`src/rtl/bram_client_if.sv`:
```
// Request/response stream between a CPU-side requester and bram_client.
// The requester drives the master modport; bram_client takes the slave modport.
interface bram_client_if #(
   parameter int DATA_WIDTH = 32,
   parameter int ADDR_WIDTH = 4
);
   logic                    req_valid;
   logic                    req_ready;
   logic                    req_write;
   logic [DATA_WIDTH/8-1:0] req_strobe;
   logic [ADDR_WIDTH-1:0]   req_addr;
   logic [DATA_WIDTH-1:0]   req_data;
   logic                    resp_valid;
   logic                    resp_ready;
   logic                    resp_write;
   logic [DATA_WIDTH-1:0]   resp_data;

   modport master (
      output req_valid, req_write, req_strobe, req_addr, req_data, resp_ready,
      input  req_ready, resp_valid, resp_write, resp_data
   );

   modport slave (
      input  req_valid, req_write, req_strobe, req_addr, req_data, resp_ready,
      output req_ready, resp_valid, resp_write, resp_data
   );
endinterface

```
`src/rtl/bram_client.sv`:
```
// Request-side master for one BRAM port (1-cycle read latency, write_first).
// Each accepted request strobes the BRAM; the word returned one cycle later is
// pushed into an in-order response FIFO. Issue credit counts buffered plus
// in-flight responses, so a BRAM result always has a FIFO slot waiting for it.
module bram_client #(
   parameter int DATA_WIDTH = 32,
   parameter int ADDR_WIDTH = 4,
   parameter int RESP_DEPTH = 4
) (
   input  logic                    clk,
   input  logic                    resetn,
   bram_client_if.slave            bus,
   output logic                    bram_en,
   output logic [DATA_WIDTH/8-1:0] bram_write_en,
   output logic [ADDR_WIDTH-1:0]   bram_addr,
   output logic [DATA_WIDTH-1:0]   bram_data_in,
   input  logic [DATA_WIDTH-1:0]   bram_data_out,
   output logic                    busy
);
   localparam int PTR_W = $clog2(RESP_DEPTH);
   localparam int CNT_W = PTR_W + 1;

   logic                  r_inflight;
   logic                  r_inflight_write;
   logic [PTR_W-1:0]      r_wr_ptr;
   logic [PTR_W-1:0]      r_rd_ptr;
   logic [CNT_W-1:0]      r_count;
   logic [DATA_WIDTH:0]   r_fifo [RESP_DEPTH];

   logic                  w_ready;
   logic                  w_fire;
   logic                  w_push;
   logic                  w_pop;
   logic                  w_resp_valid;

   // Credit, issue and FIFO handshake decode; ready depends on registered state only
   always_comb begin
      w_ready       = resetn & ((r_count + CNT_W'(r_inflight)) < CNT_W'(RESP_DEPTH));
      w_fire        = bus.req_valid & w_ready;
      w_push        = r_inflight;
      w_resp_valid  = (r_count != '0);
      w_pop         = w_resp_valid & bus.resp_ready;

      bus.req_ready  = w_ready;
      bram_en        = w_fire;
      bram_write_en  = (w_fire & bus.req_write) ? bus.req_strobe : '0;
      bram_addr      = bus.req_addr;
      bram_data_in   = bus.req_data;

      bus.resp_valid = w_resp_valid;
      bus.resp_write = w_resp_valid ? r_fifo[r_rd_ptr][DATA_WIDTH] : 1'b0;
      bus.resp_data  = w_resp_valid ? r_fifo[r_rd_ptr][DATA_WIDTH-1:0] : '0;
      busy           = r_inflight | w_resp_valid;
   end

   // In-flight tracking, FIFO pointers and occupancy; reset drops everything pending
   always_ff @(posedge clk or negedge resetn) begin
      if (!resetn) begin
         r_inflight       <= 1'b0;
         r_inflight_write <= 1'b0;
         r_wr_ptr         <= '0;
         r_rd_ptr         <= '0;
         r_count          <= '0;
      end else begin
         r_inflight <= w_fire;
         if (w_fire) r_inflight_write <= bus.req_write;
         if (w_push) r_wr_ptr <= r_wr_ptr + PTR_W'(1);
         if (w_pop)  r_rd_ptr <= r_rd_ptr + PTR_W'(1);
         unique case ({w_push, w_pop})
            2'b10:   r_count <= r_count + CNT_W'(1);
            2'b01:   r_count <= r_count - CNT_W'(1);
            default: r_count <= r_count;
         endcase
      end
   end

   // Response storage: capture the BRAM word the cycle after issue
   always_ff @(posedge clk) begin
      if (w_push) r_fifo[r_wr_ptr] <= {r_inflight_write, bram_data_out};
   end

   // Requester must hold its request stable while stalled
   a_req_stable: assert property (
      @(posedge clk) disable iff (!resetn)
      (bus.req_valid && !w_ready) |=>
         (bus.req_valid && $stable(bus.req_write) && $stable(bus.req_strobe) &&
          $stable(bus.req_addr) && $stable(bus.req_data))
   );
endmodule

```
`src/flat_wrapper.sv`:
```
// flat-port wrapper written by rule: the top's interface ports become plain ports
module bram_client_flat 
#(
   parameter int DATA_WIDTH = 32,
   parameter int ADDR_WIDTH = 4,
   parameter int RESP_DEPTH = 4
)
  (clk, resetn, bram_en, bram_write_en, bram_addr, bram_data_in, bram_data_out, busy, bus_req_valid, bus_req_write, bus_req_strobe, bus_req_addr, bus_req_data, bus_resp_ready, bus_req_ready, bus_resp_valid, bus_resp_write, bus_resp_data);
  bram_client_if #(.DATA_WIDTH(DATA_WIDTH), .ADDR_WIDTH(ADDR_WIDTH)) bus_i ();
  input  logic clk;
  input  logic resetn;
  output logic bram_en;
  output logic [DATA_WIDTH/8-1:0] bram_write_en;
  output logic [ADDR_WIDTH-1:0] bram_addr;
  output logic [DATA_WIDTH-1:0] bram_data_in;
  input  logic [DATA_WIDTH-1:0] bram_data_out;
  output logic busy;
  input wire logic [$bits(bus_i.req_valid)-1:0] bus_req_valid;
  input wire logic [$bits(bus_i.req_write)-1:0] bus_req_write;
  input wire logic [$bits(bus_i.req_strobe)-1:0] bus_req_strobe;
  input wire logic [$bits(bus_i.req_addr)-1:0] bus_req_addr;
  input wire logic [$bits(bus_i.req_data)-1:0] bus_req_data;
  input wire logic [$bits(bus_i.resp_ready)-1:0] bus_resp_ready;
  output wire logic [$bits(bus_i.req_ready)-1:0] bus_req_ready;
  output wire logic [$bits(bus_i.resp_valid)-1:0] bus_resp_valid;
  output wire logic [$bits(bus_i.resp_write)-1:0] bus_resp_write;
  output wire logic [$bits(bus_i.resp_data)-1:0] bus_resp_data;
  assign bus_i.req_valid = bus_req_valid;
  assign bus_i.req_write = bus_req_write;
  assign bus_i.req_strobe = bus_req_strobe;
  assign bus_i.req_addr = bus_req_addr;
  assign bus_i.req_data = bus_req_data;
  assign bus_i.resp_ready = bus_resp_ready;
  assign bus_req_ready = bus_i.req_ready;
  assign bus_resp_valid = bus_i.resp_valid;
  assign bus_resp_write = bus_i.resp_write;
  assign bus_resp_data = bus_i.resp_data;
  bram_client #(.DATA_WIDTH(DATA_WIDTH), .ADDR_WIDTH(ADDR_WIDTH), .RESP_DEPTH(RESP_DEPTH)) u_core (.clk(clk), .resetn(resetn), .bus(bus_i), .bram_en(bram_en), .bram_write_en(bram_write_en), .bram_addr(bram_addr), .bram_data_in(bram_data_in), .bram_data_out(bram_data_out), .busy(busy));
endmodule
```
`config.mk`:
```
export PLATFORM = sky130hd
export DESIGN_NAME = bram_client_flat
export DESIGN_NICKNAME = d
export VERILOG_FILES = /design/src/rtl/bram_client_if.sv /design/src/rtl/bram_client.sv /design/src/flat_wrapper.sv
export SDC_FILE = /design/constraint.sdc
export NUM_CORES = 1
export LEC_CHECK = 0
export CAP_MARGIN = 40
export CORE_UTILIZATION = 52
export DETAILED_ROUTE_END_ITERATION = 10
export PLACE_DENSITY = 0.85
export SLEW_MARGIN = 10
export SYNTH_ARGS = -nofsm -noshare
export SYNTH_HDL_FRONTEND = slang
export SYNTH_SLANG_ARGS = --single-unit
```
`constraint.sdc`:
```
create_clock -name clk -period 3.2 [get_ports clk]
set_input_delay 0.32 -clock clk [delete_from_list [all_inputs] [get_ports clk]]
set_output_delay 0.32 -clock clk [all_outputs]
set_load 0.03 [all_outputs]
```
==> flow_summary.json <==
{
  "clock_skew_ns": 0.0126,
  "io_pins": 154,
  "ys_warn_count": 0,
  "cts_tree": "built",
  "cts_resized": 0,
  "h-tree-depth": 4,
  "rsz0062_at_grt": "false",
  "diodes": 0,
  "yosysSeqAreaShare": 0.716,
  "worst_pin_slew_ns": 0.838,
  "finalCriticalPeriod_ns": 3.03,
  "dpl.hpwl_mm": 6.52,
  "wl_per_cell_um": 20.5,
  "routed_wl_mm": 10.5,
  "start_kind": "flip-flop",
  "finalSetupTns_ns": 0,
  "crit_buf_inv": 2,
  "ys_ff_latch": 141,
  "grt_pass1_vias": 3069,
  "crit_family": "buffers and inverters",
  "maxCapViolCount": 0,
  "portBuffers": 81,
  "p_per_area_nw_per_um2": 939,
  "antenna_left": 0,
  "clock_sinks": 141,
  "crit_path_max_fanout": 21,
  "drive_above_1_share": 0.205,
  "start_util": 0.537,
  "hold_viol_final": 0,
  "required_ns": 2.88,
  "die_area_um2": 11700,
  "fin_cells": 510,
  "cts_buffers": 17,
  "slew_viol_final": 0,
  "clk_pin_slew_ns": 0.06,
  "crit_type": "flip-flop to primary output",
  "grt_max_degree": 35,
  "coreArea_um2": 10900,
  "synth_cells": 298,
  "ir_drop_uv": 477,
  "syn_avg_cell_area_um2": 19.6,
  "syn2layout_area_growth_pct": 23.1,
  "postCtsSetupRepairBufs": 0,
  "vias_per_cell": 5.46,
  "slowest_stage": "or3_1",
  "grt-ovfl-total": 0,
  "grtUsageTotal": 0.198,
  "drc_errors": 0,
  "fp-row-count": 38,
  "hold_class": "primary input to asynchronous set/reset pin",
  "maxClockFrequency_ghz": 0.330,
  "p_leak_nw": 2.44,
  "min_period_over_period": 0.946,
  "cts_hold_buf": 0,
  "die_x_um": 108,
  "vias": 2786,
  "antenna_found_initial": 1,
  "gp_congestion": 0.775,
  "arrival_ns": 2.71,
  "setup-violations-final": 0,
  "status": "finished, final reports clean",
  "crit_path_cell_trace": "or3_1, buf_4, and2_1, clkdlybuf4s50_1",
  "netlist_area_um2": 5850,
  "nNetsFinal": 440,
  "clockBufferDepth": 2,
  "cp-end-kind": "primary output",
  "dr.pass1.iters": 4,
  "clk_latency_ns": 0.53,
  "syn-num-nets": 381,
  "grt_pass1_wl_mm": 16.1,
  "cts_root_buffer": "clkbuf_8",
  "relSlewSlack": 0.442,
  "cp_slowest_stage_delay_ns": 0.64,
  "post-place-cells": 478,
  "ys_types": 28,
  "first_iter_violations": 138,
  "die_h_um": 108
}
## where the power goes
group | total [mW] | switching [mW] | internal, mW
logic | 2.47 | 1.27 | 1.19
registers | 2.38 | 0.171 | 2.21
clock network | 1.90 | 0.742 | 1.16
## synth_stat cells
master	number	area share
o21ai_0	1	0.00086
nand3_1	1	0.00086
nor2_1	1	0.00064
xor2_1	4	0.0060
nand2_1	2	0.0013
mux2_2	1	0.0019
dfrtp_1	9	0.039
a31o_2	1	0.0015
buf_6	1	0.0019
xnor2_1	2	0.0030
mux4_2	28	0.11
buf_12	3	0.010
fa_1	1	0.0034
clkbuf_1	4	0.0026
nand4_1	1	0.0011
a21boi_0	1	0.0013
nand2b_1	1	0.0011
ha_1	5	0.011
or3_1	1	0.0011
buf_2	5	0.0043
buf_4	36	0.046
inv_1	7	0.0045
a211oi_1	1	0.0013
mux4_1	5	0.022
and2_1	42	0.045
a21oi_1	1	0.00086
mux2i_1	1	0.0017
edfxtp_1	132	0.68
## per-layer routing
metal	GRT usage	up-vias	wire (um)
met5	0	-	13
met4	0.121	2	412
met3	0.0657	53	641
met2	0.318	102	5310
met1	0.231	1397	4070
li1	-	1232	-
## final cells by class
| class | instances | area, um2 |
|---|---|---|
| Timing Repair Buffer | 89 | 951 |
| Inverter | 7 | 26.3 |
| Clock inverter | 10 | 68.8 |
| Fill cell | 697 | 3690 |
| Multi-Input combinational cell | 101 | 1250 |
| Sequential cell | 141 | 4190 |
| Clock buffer | 22 | 528 |
| Tap cell | 140 | 175 |
## cells in the final DEF, fill, tap and decap left out, types with 3 or more instances in the layout
master | Yosys | final
ha_1 | 5 | 5
edfxtp_1 | 132 | 132
dfrtp_1 | 9 | 7
xor2_1 | 4 | 4
inv_1 | 7 | 7
buf_4 | 36 | 4
and2_1 | 42 | 38
and2_2 | 0 | 4
mux4_1 | 5 | 5
clkdlybuf4s50_1 | 0 | 81
clkinv_4 | 0 | 3
mux4_2 | 28 | 28
inv_4 | 0 | 4
clkbuf_16 | 0 | 20
buf_16 | 0 | 4
## worst paths after layout
kind,startpoint,to,slack [ns],cells after the start
worst max-delay path,u_core.r_count[0],bus_resp_data[30],0.17,4
worst min-delay path,resetn,u_core.r_inflight,0.08,2
worst max register to register,u_core.r_count[0],u_core.r_count[2],0.89,8
worst min register to register,u_core.r_count[2],u_core.r_count[2],0.52,1
max in group asynchronous,resetn,u_core.r_rd_ptr[0],2.96,2
min in group clk,bus_req_valid,u_core.r_inflight,0.41,3
## kinds of logic (layout without fill, tap and decap cells)
| family | after synthesis | count (layout) | synth area share |
|---|---|---|---|
| DFF | 141 | 141 | 0.716 |
| buffers and inverters | 56 | 128 | 0.0698 |
| and+or+nand+nor | 49 | 49 | 0.0509 |
| muxes | 35 | 35 | 0.134 |
| adders and majority gates | 6 | 6 | 0.0141 |
| xor gates and xnor gates | 6 | 6 | 0.00899 |
| AOI/OAI and AO/OA | 5 | 5 | 0.00578 |
## registers in the layout, indices dropped and copies added (netlist names)
| signal | count |
|---|---|
| u_core.r_fifo | 132 |
| u_core.r_count | 3 |
| u_core.r_inflight_write | 1 |
| u_core.r_rd_ptr | 2 |
| u_core.r_wr_ptr | 2 |
| u_core.r_inflight | 1 |
## metrics by stage
step	setup WS [ns]	instance area, um2	utilization	power, mW	hold slack [ns]
after detailed placement	0.634	6600	0.606	4.90	0.506
after global routing	0.0557	7200	0.661	7.04	0.0797
after global placement	0.680	6490	0.596	4.83	0.501
after CTS	0.117	7200	0.661	6.82	0.0581
final	0.173	7200	0.661	6.75	0.0788
after floorplan	1.25	5850	-	4.13	0.0244
No activity file was read; power rests on OpenSTA's default activity.
